--- src/rtl/bsg_nor3_gather_pkg.sv ---
// Shared types for the 3-input NOR operand gatherer.
package bsg_nor3_gather_pkg;

    typedef enum logic [1:0] {
        eA    = 2'd0,
        eB    = 2'd1,
        eC    = 2'd2,
        eFull = 2'd3
    } gather_state_e;

endpackage

--- src/rtl/bsg_nor3_gather.sv ---
// Collects three operand words from a valid/ready stream into a registered
// {a,b,c} triplet held until yumied; counts consumed triplets.
module bsg_nor3_gather #(
    parameter int width_p       = 16,
    parameter int count_width_p = 8
) (
    input  logic                     clk_i,
    input  logic                     reset_i,
    input  logic                     v_i,
    input  logic [width_p-1:0]       data_i,
    output logic                     ready_o,
    input  logic                     clear_i,
    output logic                     v_o,
    output logic [width_p-1:0]       a_o,
    output logic [width_p-1:0]       b_o,
    output logic [width_p-1:0]       c_o,
    input  logic                     yumi_i,
    output logic [count_width_p-1:0] count_o
);

    import bsg_nor3_gather_pkg::*;

    gather_state_e             state_r, state_n;
    logic [width_p-1:0]        a_r, b_r, c_r;
    logic [count_width_p-1:0]  count_r;
    logic                      accept;
    logic                      clear_ok;
    logic                      take;

    assign ready_o  = ~reset_i & (state_r != eFull);
    assign accept   = v_i & ready_o;
    assign clear_ok = clear_i & (state_r != eFull);
    // yumi outside eFull is illegal and deliberately has no effect
    assign take     = yumi_i & (state_r == eFull);

    always_comb begin
        state_n = state_r;
        if (clear_ok) begin
            state_n = eA;
        end else begin
            case (state_r)
                eA:      if (accept) state_n = eB;
                eB:      if (accept) state_n = eC;
                eC:      if (accept) state_n = eFull;
                eFull:   if (take)   state_n = eA;
                default: state_n = eA;
            endcase
        end
    end

    always_ff @(posedge clk_i) begin
        if (reset_i) begin
            state_r <= eA;
            a_r     <= '0;
            b_r     <= '0;
            c_r     <= '0;
            count_r <= '0;
        end else begin
            state_r <= state_n;
            if (clear_ok) begin
                a_r <= '0;
                b_r <= '0;
                c_r <= '0;
            end else if (accept) begin
                case (state_r)
                    eA:      a_r <= data_i;
                    eB:      b_r <= data_i;
                    eC:      c_r <= data_i;
                    default: ;
                endcase
            end
            if (take)
                count_r <= count_r + count_width_p'(1);
        end
    end

    assign v_o     = (state_r == eFull);
    assign a_o     = a_r;
    assign b_o     = b_r;
    assign c_o     = c_r;
    assign count_o = count_r;

    yumi_only_when_valid: assert property (@(posedge clk_i) disable iff (reset_i)
        yumi_i |-> v_o);

endmodule

--- config.mk ---
export PLATFORM = sky130hd
export DESIGN_NAME = bsg_nor3_gather
export DESIGN_NICKNAME = d
export VERILOG_FILES = /design/src/rtl/bsg_nor3_gather_pkg.sv /design/src/rtl/bsg_nor3_gather.sv
export SDC_FILE = /design/constraint.sdc
export NUM_CORES = 1
export LEC_CHECK = 0
export CORE_UTILIZATION = 55
export DETAILED_ROUTE_END_ITERATION = 8
export DONT_BUFFER_PORTS = 1
export HOLD_SLACK_MARGIN = 0.15
export PLACE_DENSITY_LB_ADDON = 0.25
export SLEW_MARGIN = 10
export SYNTH_ARGS = -nofsm -noshare
export SYNTH_HDL_FRONTEND = slang
export SYNTH_SLANG_ARGS = --single-unit
--- constraint.sdc ---
create_clock -name clk_i -period 1.6 [get_ports clk_i]
set_clock_uncertainty 0.15 [all_clocks]
set_input_delay 0.24 -clock clk_i [delete_from_list [all_inputs] [get_ports clk_i]]
set_output_delay 0.24 -clock clk_i [all_outputs]
set_load 0.02 [all_outputs]
Word level (Yosys, flattened, before mapping). Cells that the tools add are included.

Bits in registers: 58. Bits in latches: 0. Bits in writable memories: 0. ROM bits: 0. Input bits: 21. Logic and storage cells: 30. Memories kept: 0.

Add/sub/neg operators: 1. Multiply operators: 0. Div/mod/pow operators: 0. Magnitude comparators: 0. Eq/ne operators: 8. Shift operators: 0. Multiplexer cells: 5. Bitwise logic cells: 5. Reduce and logical (&&, ||, !) cells: 6.

Operators by type and width (number): adder 8 x 1 -> 8 bit, second input constant (1); two-way mux 2 bit (4); inequality test 2 bit, second input constant (4); case mux 2 bit (4 select lines) (1); AND reduction 2 bit (3); AND 1 bit (4); == test 2 bit, second input constant (2); AND reduction 4 bit (1); == test 2 x 1 -> 1 bit, second input constant (1); logical NOT 2 bit (1); inequality test 2 x 1 -> 1 bit, second input constant (1); OR reduction 2 bit (1); NOT 1 bit (1).

Logic depth before layout (Yosys ltp). Gate-level depths: netlist (run 1).

Word-level depth: 5. Depth in mapped cells: 7. Mapped depth without buffers: 5.

Least setup slack after synthesis (run 1). OpenSTA, ideal clock, no wires.

Path kind: reg2reg. From: reg state_r[0]. To: reg state_r[1]. Data arrival time: 1630 ps. Data required time: 1329 ps. Setup slack: -301 ps. Cell stages (with the launch flop): 6. Path buffers: 1. Clock period less this slack: 1901 ps. Path through: dfxtp_1 -> ha_1 -> buf_6 -> or3b_1 -> a21o_1 -> mux2_4.

RTL lines: from (decl) (RTL line bsg_nor3_gather.sv:23) `gather_state_e state_r, state_n;`; from (signal assigned) (RTL line bsg_nor3_gather.sv:59) `state_r <= state_n;`; == test 2 bit *; via v_o (RTL line bsg_nor3_gather.sv:13) `output logic v_o,`; AND 1 bit (RTL line bsg_nor3_gather.sv:34) `assign take = yumi_i & (state_r == eFull);`; inequality test 2 x 1 -> 1 bit (no source line); AND reduction 4 bit (no source line).

Mark *: on every way through the listed nets, which the timed path passes. The rest lies on a longest branch. A chain may end at the register's enable or synchronous reset.

Worst setup path after layout (run 1).
From: reg state_r[0]. To: reg c_r[1] (netlist: c_o[1]).

Word-level cells in the longest chain between the ends: 4.

Ends and longest elaborated chain: inequality test 2 bit (RTL line bsg_nor3_gather.sv:30, bsg_nor3_gather.sv:32); AND 1 bit (RTL line bsg_nor3_gather.sv:30) `assign ready_o = ~reset_i & (state_r != eFull);`; AND 1 bit (RTL line bsg_nor3_gather.sv:31) `assign accept = v_i & ready_o;`; AND reduction 2 bit (no source line); to (signal assigned) (RTL line bsg_nor3_gather.sv:68) `eC: c_r <= data_i;`; to (decl) (RTL line bsg_nor3_gather.sv:24) `logic [width_p-1:0] a_r, b_r, c_r;`.

Parallel ways exist; a longest one is shown, timed or not.

==> flow_summary.yaml, run 1 <==
status:
  status: "complete, but fails checks"
  violations: "hold timing, setup timing"
timing:
  finalSetupViolCount: 55
  rsz0062_at_grt: "yes"
  max_slew_margin: 0.817
  whs_ns: -0.175
  min_period_ns: 1.81
  slew_viol_final: 0
  fin_ws_ns: -0.214
  timing.fmax_mhz: 551
  period_share: 1.13
  hold_violations: 8
  tightest_slew_ns: 0.275
yosys:
  synth-seq-cells: 58
  synthesis.area_sq_um: 2270
  avgSynthCellArea_sq_um: 8.13
  seq_area_frac_synth: 0.512
  ys_types: 26
  synthCells: 279
  synth_nets: 306
  synth_warnings: 0
clocking:
  insertion_delay_ns: 0.33
  cts_hold_buffers: 16
  cts_tree: "built"
  root_buffer: "clkbuf_8"
  cts_buffer_depth: 2
  cts_num_sinks: 58
  path_clk_slew_ns: 0.06
  cts_buffers: 9
  cts_max_level: 3
flow_run:
  maxCapViolCount: 0
global_route:
  met2_usage: 0.500
  grt_max_degree: 49
  met3_usage: 0.112
  grt_usage: 0.282
  grt-ovfl-total: 0
  grt_pass1_vias: 1944
  top_usage_layer: "met2"
  antenna_found_initial: 0
  grt_pass1_wl_um: 9000
  use_met1: 0.295
min_path:
  min_to: "count_o[4]"
  min_delay_path_depth: 1
  hold_class: "input port to flop"
  min_from: "reset_i"
worst_setup_path:
  r2r-end: "c_o[1]"
  start_kind: "flop"
  path_delay_family: "buffers and inverters"
  cp_max_fo: 8
  end_kind: "flop"
  path_cells: "buf_6, ha_4, buf_6, buf_6, and4bb_4, buf_12, nand2_4, a21oi_2"
  slowest_delay_ns: 0.37
  slowest_stage: "and4bb_4"
  crit_type: "flop to flop"
  rrSetupSlack_ns: -0.21
  cp.arrival_ns: 1.92
  critPathBufInv: 4
  timing.rr.start: "state_r[0]"
  cp_common_cell: "buf_6"
  ff2ff_path_depth: 8
  cp.required_ns: 1.71
finish:
  final_cell_area_sq_um: 3190
  finalNetCount: 347
  n_antenna_cell: 0
  final_cell_mix: "97 x nand2_1, 56 x dfxtp_1, 29 x a21oi_1, 25 x a21oi_2, 19 x buf_4"
  layout_commonest_cell: "nand2_1"
  layout-drive-gt1-share: 0.289
  syn2layout_area_growth_pct: 40.7
placed_design:
  gp_congestion: 0.857
  hpwl_um: 3640
  pre_cts_ws_ns: -0.251
  place_area_sq_um: 2520
  io_buffers: 0
die:
  io_pins: 79
  start_util: 0.597
  rows: 22
  die-area_sq_um: 4390
  die_w_um: 66.2
  die_h_um: 66.2
  core_sq_um: 3800
routing:
  final_antenna_net_count: 0
  drt-vias-per-instance: 5.54
  drtPass1Iterations: 4
  wl_um: 6590
  first_iter_violations: 90
  wl_per_cell_um: 17.7
  vias: 2066
  remaining_drc_errors: 0
power:
  ir_drop_mv: 1.06
  p_leak_nw: 1.07
  p_per_area_nw_per_um2: 950
cell families (layout without fill, tap and decap cells):
| group | Yosys count | after routing | synth area share |
|---|---|---|---|
| and+or+nand+nor | 121 | 121 | 0.236 |
| muxes | 1 | 1 | 0.00662 |
| AOI/OAI and AO/OA | 65 | 65 | 0.152 |
| DFF | 58 | 58 | 0.512 |
| adders and majority gates | 6 | 6 | 0.0331 |
| buffers and inverters | 26 | 72 | 0.0529 |
| xor gates and xnor gates | 2 | 2 | 0.00772 |
registers in the layout, summed over array words and instances (netlist names):
signal,flops
a_o,16
b_o,16
c_o,16
count_o,8
state_r,2
what timing repair did:
action / 4_1_cts / 5_1_grt
gates cloned: 0 / 3
pin swaps: 3 / 9
endpoints found under the hold margin: 58 / 10
gates resized for setup: 20 / 38
endpoints found under the setup margin: 58 / 58
setup buffers: 2 / 2
worst max-delay path by stage:
| stage | from | end | slack, ns | cells past startpoint |
|---|---|---|---|---|
| final | state_r[0] | c_o[1] | -0.21 | 8 |
| after global routing | state_r[0] | b_o[6] | -0.25 | 8 |
| after CTS | state_r[0] | ready_o | -0.16 | 6 |
| after detailed placement | state_r[1] | state_r[0] | -0.25 | 5 |
| after global placement | state_r[1] | state_r[0] | -0.15 | 5 |
| after floorplan | state_r[1] | state_r[1] | -0.15 | 5 |
per-stage QoR:
stage | total power, W | utilization | cells | TNS, ns | hold slack, ns
global placement | 0.00163 | 0.664 | 334 | -0.349 | 0.160
finish | 0.00303 | 0.840 | 373 | -9.16 | -0.175
detailed placement | 0.00164 | 0.664 | 334 | -1.29 | 0.163
global route | 0.00312 | 0.840 | 373 | -11.59 | -0.192
CTS | 0.00302 | 0.782 | 368 | -6.83 | -0.187
floorplan | 0.00159 | - | 279 | -0.296 | 0.226
Yosys cell counts:
master | n | area share
dfxtp_1 | 58 | 0.51
nand3_1 | 3 | 0.0066
nor2b_1 | 1 | 0.0028
nand4bb_1 | 3 | 0.015
a211oi_1 | 3 | 0.0099
and4bb_2 | 3 | 0.017
a21oi_1 | 54 | 0.12
a2111oi_0 | 1 | 0.0039
buf_6 | 1 | 0.0050
or3_1 | 5 | 0.014
buf_2 | 9 | 0.020
xnor2_1 | 1 | 0.0039
xor2_1 | 1 | 0.0039
inv_1 | 6 | 0.0099
o21ai_0 | 4 | 0.0088
nand4_1 | 2 | 0.0055
ha_1 | 6 | 0.033
or4_1 | 1 | 0.0033
clkbuf_2 | 3 | 0.0066
o31ai_1 | 1 | 0.0033
or3b_1 | 1 | 0.0039
a21o_1 | 2 | 0.0066
nand2_1 | 99 | 0.16
nor2_1 | 3 | 0.0050
clkbuf_1 | 7 | 0.012
mux2_4 | 1 | 0.0066
layer usage:
| layer | share of wire | wire (um) |
|---|---|---|
| met1 | 0.38 | 2480 |
| met2 | 0.53 | 3500 |
| met3 | 0.082 | 543 |
| met4 | 0.0093 | 61 |
| met5 | 0 | 0 |
where the power goes:
| part | internal [W] | switching, W | total [W] |
|---|---|---|---|
| Clock | 0.000804 | 0.000538 | 0.00134 |
| Combinational | 0.000102 | 0.000110 | 0.000212 |
| Sequential | 0.00146 | 0.0000247 | 0.00148 |
cell type report:
type                            instances  area (sq um)
Multi-Input combinational cell        195          1190
Sequential cell                        58          1170
Fill cell                             231           607
Timing Repair Buffer                   50           546
Clock buffer                           14           163
Tap cell                               48          60.1
Clock inverter                          2          35.0
Inverter                                6          25.0
No activity file was read; power rests on OpenSTA's default activity.
==> run 2: changes to the inputs <==
--- a/config.mk
+++ b/config.mk
@@ -5,7 +5,9 @@
 export SDC_FILE = /design/constraint.sdc
 export NUM_CORES = 1
 export LEC_CHECK = 0
-export CORE_UTILIZATION = 55
+export ABC_AREA = 1
+export CAP_MARGIN = 10
+export CORE_UTILIZATION = 56
 export DETAILED_ROUTE_END_ITERATION = 8
 export DONT_BUFFER_PORTS = 1
 export HOLD_SLACK_MARGIN = 0.15
==> flow_summary.yaml, run 2 <==
yosys:
  avgSynthCellArea_sq_um: 6.95
  synth_top_area_frac: 0.464
  ys_types: 20
  ys_top_cells_by_count: "112 x nor2_1, 84 x nand2_1, 58 x dfxtp_1"
  post-synth-top-count-cell: "nor2_1"
  synthesis.area_sq_um: 2500
  synth_warnings: 0
  synth-seq-cells: 58
  synthTopCellsByArea: "dfxtp_1 46%, nor2_1 17%, nand2_1 13%, inv_1 6.8%, o21ai_0 3.2%"
  synthCells: 360
  synth_nets: 387
  synth_async_sr_flop_share: 0
  synth_largest_area_cell: "dfxtp_1"
  ys.flop_type: "dfxtp_1"
  synth-edff-count: 0
  seq_area_frac_synth: 0.464
global_route:
  use_met1: 0.259
  grt_pass1_wl_um: 8850
  top_usage_layer: "met2"
  grt_usage: 0.255
  grt_pass1_vias: 2081
  grt-ovfl-total: 0
  antenna_found_initial: 0
  grt_max_degree: 51
  met2_usage: 0.466
  met3_usage: 0.100
placed_design:
  io_buffers: 0
  hpwl_um: 3540
  gp_congestion: 0.785
  place_area_sq_um: 2540
die:
  core_sq_um: 4140
  die_w_um: 68.8
  rows: 23
  die-area_sq_um: 4740
  io_pins: 79
  start_util: 0.604
  die_h_um: 68.8
timing:
  rsz0062_at_grt: "no"
  tns_ns: 0
  period_share: 0.950
  tightest_slew_ns: 0.322
  min_period_ns: 1.52
  slew_viol_final: 0
  timing.fmax_mhz: 658
  finalSetupViolCount: 0
  max_slew_margin: 0.785
  hold_violations: 0
routing:
  wl_per_cell_um: 12.8
  drtPass1Iterations: 4
  first_iter_violations: 213
  final_antenna_net_count: 0
  remaining_drc_errors: 0
  drt-vias-per-instance: 4.89
  wl_um: 5630
  vias: 2158
finish:
  finalNetCount: 413
  nFillCells: 327
  n_antenna_cell: 0
  final_cell_mix: "112 x nor2_1, 84 x nand2_1, 56 x dfxtp_1, 44 x inv_1, 20 x dlygate4sd3_1"
  layout-drive-gt1-share: 0.107
  final_cell_area_sq_um: 3030
  layout_commonest_cell: "nor2_1"
  syn2layout_area_growth_pct: 21.3
clocking:
  cts_tree: "built"
  cts_buffer_depth: 2
  cts_num_sinks: 58
  cts_max_level: 3
  path_clk_slew_ns: 0.06
  insertion_delay_ns: 0.33
  root_buffer: "clkbuf_8"
  cts_buffers: 9
power:
  p_per_area_nw_per_um2: 1080
  p_leak_nw: 1.49
  ir_drop_mv: 0.811
worst_setup_path:
  end_kind: "output pin"
  ff2ff_path_depth: 7
  cp_max_fo: 5
  start_kind: "flop"
  cp.arrival_ns: 1.13
  crit_type: "flop to output pin"
  cp.required_ns: 1.21
status:
  status: "complete, no violations"
min_path:
  hold_class: "input port to flop"
  min_delay_path_depth: 5
flow_run:
  maxCapViolCount: 0
==> run 2: worst paths after layout <==
kind	start	to	slack, ns
hold / removal	reset_i	state_r[1]	0.22
setup reg to reg	state_r[1]	b_o[11]	0.13
setup / recovery	state_r[0]	ready_o	0.08
hold reg to reg	count_o[1]	count_o[1]	0.37
==> run 2: metrics by stage <==
step                std cells  worst slack, ns  hold slack (ns)  utilization  total power [W]
global route              441           0.0149            0.261        0.732          0.00340
CTS                       440         0.000538            0.170        0.716          0.00329
finish                    441           0.0799            0.219        0.732          0.00328
global placement          404           0.0670            0.227        0.613          0.00173
floorplan                 360           0.0328            0.225            -          0.00171
detailed placement        404           0.0101            0.233        0.613          0.00173
==> run 2: where the power goes <==
part	switching, W	internal (W)
clock network	0.000590	0.000921
logic	0.000153	0.0000994
registers	0.0000500	0.00147
==> run 2: final cells by class <==
type	count	area [sq um]	area share
Inverter	47	181	0.0598
Clock buffer	10	138	0.0454
Tap cell	50	62.6	0.0206
Sequential cell	58	1170	0.384
Timing Repair Buffer	28	285	0.0941
Multi-Input combinational cell	242	1110	0.366
Clock inverter	6	88.8	0.0293
==> run 2: repair_timing <==
item                       in CTS  in global routing
setup endpoints to repair       0                 56
hold endpoints to repair       58                  0
hold buffers                   20                  0
setup buffers                   0                  1
resized for setup               0                 11
==> run 2: cell families (layout without fill, tap and decap cells) <==
kind of cell / Yosys count / after routing / share of synthesized area
flops: 58 / 58 / 0.464
buf+inv: 60 / 91 / 0.113
fa+ha+maj: 6 / 6 / 0.0300
compound gates: 24 / 24 / 0.0505
simple gates: 212 / 212 / 0.343
==> run 2: worst max-delay path: stages (launching register included) <==
cell     delay [ns]
dfxtp_4        0.36
ha_4           0.18
nor2_4         0.10
buf_4          0.15
==> run 2: routing by layer <==
metal,routed length (um),part of all wire,vias up
met3,512,0.091,11
met2,2810,0.50,79
met5,0,0,-
li1,-,-,1120
met4,102,0.018,0
met1,2200,0.39,948
==> run 3: changes to the inputs <==
--- a/config.mk
+++ b/config.mk
@@ -7,12 +7,15 @@
 export LEC_CHECK = 0
 export ABC_AREA = 1
 export CAP_MARGIN = 10
+export CORE_MARGIN = 2
 export CORE_UTILIZATION = 56
 export DETAILED_ROUTE_END_ITERATION = 8
 export DONT_BUFFER_PORTS = 1
 export HOLD_SLACK_MARGIN = 0.15
 export PLACE_DENSITY_LB_ADDON = 0.25
+export SETUP_SLACK_MARGIN = 0.3
 export SLEW_MARGIN = 10
 export SYNTH_ARGS = -nofsm -noshare
 export SYNTH_HDL_FRONTEND = slang
 export SYNTH_SLANG_ARGS = --single-unit
+export TNS_END_PERCENT = 50
==> flow_summary.yaml, run 3 (synthesis results as in run 2) <==
clocking:
  insertion_delay_ns: 0.33
  cts_max_level: 3
  cts_buffer_depth: 2
  root_buffer: "clkbuf_8"
  cts_buffers: 9
  cts_hold_buffers: 18
  cts_tree: "built"
  cts_num_sinks: 58
  path_clk_slew_ns: 0.07
die:
  rows: 24
  start_util: 0.578
  die-area_sq_um: 5020
  die_h_um: 70.8
  io_pins: 79
  die_w_um: 70.8
  core_sq_um: 4320
worst_setup_path:
  cp.arrival_ns: 1.73
  end_kind: "flop"
  worstSetupEndpoint: "a_o[10]"
  timing.rr.start: "state_r[1]"
  cp_max_fo: 8
  rrSetupSlack_ns: -0.01
  start_kind: "flop"
  crit_type: "flop to flop"
  cp-startpoint: "state_r[1]"
  cp.required_ns: 1.72
  r2r-end: "a_o[10]"
  ff2ff_path_depth: 9
routing:
  drt-vias-per-instance: 5.02
  vias: 2295
  wl_per_cell_um: 15.1
  final_antenna_net_count: 0
  drtPass1Iterations: 4
  remaining_drc_errors: 0
  wl_um: 6920
  first_iter_violations: 97
global_route:
  top_usage_layer: "met2"
  met2_usage: 0.414
  grt_max_degree: 33
  grt_pass1_vias: 2132
  grt_pass1_wl_um: 9560
  grt-ovfl-total: 0
  grt_usage: 0.241
  antenna_found_initial: 0
  met3_usage: 0.0912
  use_met1: 0.262
finish:
  final_cell_area_sq_um: 3370
  multi_input_area_sq_um: 1320
  layout-drive-gt1-share: 0.222
  finalNetCount: 427
  syn2layout_area_growth_pct: 34.9
  seqCellArea_sq_um: 1170
  final_cell_mix: "98 x nor2_1, 74 x nand2_1, 54 x dfxtp_1, 43 x inv_1, 18 x dlygate4sd3_1"
  layout_commonest_cell: "nor2_1"
  n_antenna_cell: 0
  nFillCells: 329
timing:
  fin_ws_ns: -0.0126
  tightest_slew_ns: 0.316
  period_share: 1.01
  rsz0062_at_grt: "yes"
  min_period_ns: 1.61
  hold_violations: 1
  timing.fmax_mhz: 620
  max_slew_margin: 0.789
  whs_ns: -0.0986
  finalSetupViolCount: 1
  slew_viol_final: 0
power:
  p_leak_nw: 1.55
  power.total_w: 0.00323
  p_per_area_nw_per_um2: 957
  ir_drop_mv: 0.795
status:
  status: "complete, but fails checks"
  violations: "hold timing, setup timing"
placed_design:
  io_buffers: 0
  gp_congestion: 0.825
  place_area_sq_um: 2570
  hpwl_um: 3540
flow_run:
  maxCapViolCount: 0
min_path:
  hold_class: "input port to flop"
-- run 3: changes by cell type in the layout (fill, tap and decap cells not counted), sizes merged --
cell / before / now
clkbuf: 10 / 12
clkinvlp: 2 / 0
clkinv: 1 / 5
bufinv: 2 / 1
nand2: 88 / 93
buf: 8 / 18
inv: 48 / 46
dlygate4sd3: 20 / 18
-- run 3: metrics by stage --
step | cells | utilization | setup TNS [ns] | setup slack, ns
after floorplan | 360 | - | 0 | 0.128
after global placement | 407 | 0.595 | 0 | 0.115
after detailed placement | 407 | 0.595 | 0 | 0.0445
after CTS | 444 | 0.704 | 0 | 0.0583
after global routing | 457 | 0.780 | -0.310 | -0.0619
final | 457 | 0.780 | -0.0126 | -0.0126
-- run 3: critical path: stages, from the launching register on --
cell      delay [ns]
dfxtp_4         0.36
ha_4            0.20
nor2_4          0.15
nand2_4         0.10
clkinv_8        0.10
buf_12          0.12
nand2_4         0.09
nand2_1         0.09
nand2_1         0.06
nor2_1          0.11
-- run 3: layout make-up --
class | instances | area share
well taps | 52 | 0.0193
inverters | 47 | 0.0560
clock buffers | 11 | 0.0419
repair buffers | 37 | 0.128
clock inverters | 5 | 0.0159
multi-input cells | 247 | 0.392
flip-flops and latches | 58 | 0.347
-- run 3: worst min-delay path by stage --
| stage | from | end | slack, ns | depth (start not counted) |
|---|---|---|---|---|
| finish | reset_i | count_o[2] | -0.1 | 2 |
| global route | reset_i | count_o[2] | -0.1 | 2 |
| CTS | reset_i | count_o[2] | -0.10 | 2 |
| detailed placement | data_i[15] | a_o[15] | 0.23 | 2 |
| global placement | data_i[13] | b_o[13] | 0.23 | 2 |
| floorplan | data_i[4] | b_o[4] | 0.22 | 2 |
-- run 3: routing by layer --
| layer | share of wire | vias to the layer above |
|---|---|---|
| li1 | - | 1152 |
| met1 | 0.39 | 1045 |
| met2 | 0.51 | 82 |
| met3 | 0.076 | 16 |
| met4 | 0.022 | 0 |
| met5 | 0 | - |
-- run 3: report_power, final --
| group | switching (W) | internal, W |
|---|---|---|
| Combinational | 0.000224 | 0.000157 |
| Clock | 0.000571 | 0.000756 |
| Sequential | 0.0000513 | 0.00147 |
-- run 3: repair_timing --
action,4_1_cts,5_1_grt
endpoints found under the setup margin,58,61
pin swaps,1,28
gates cloned,1,5
gates resized for setup,7,54
setup buffers,2,8
endpoints found under the hold margin,58,50
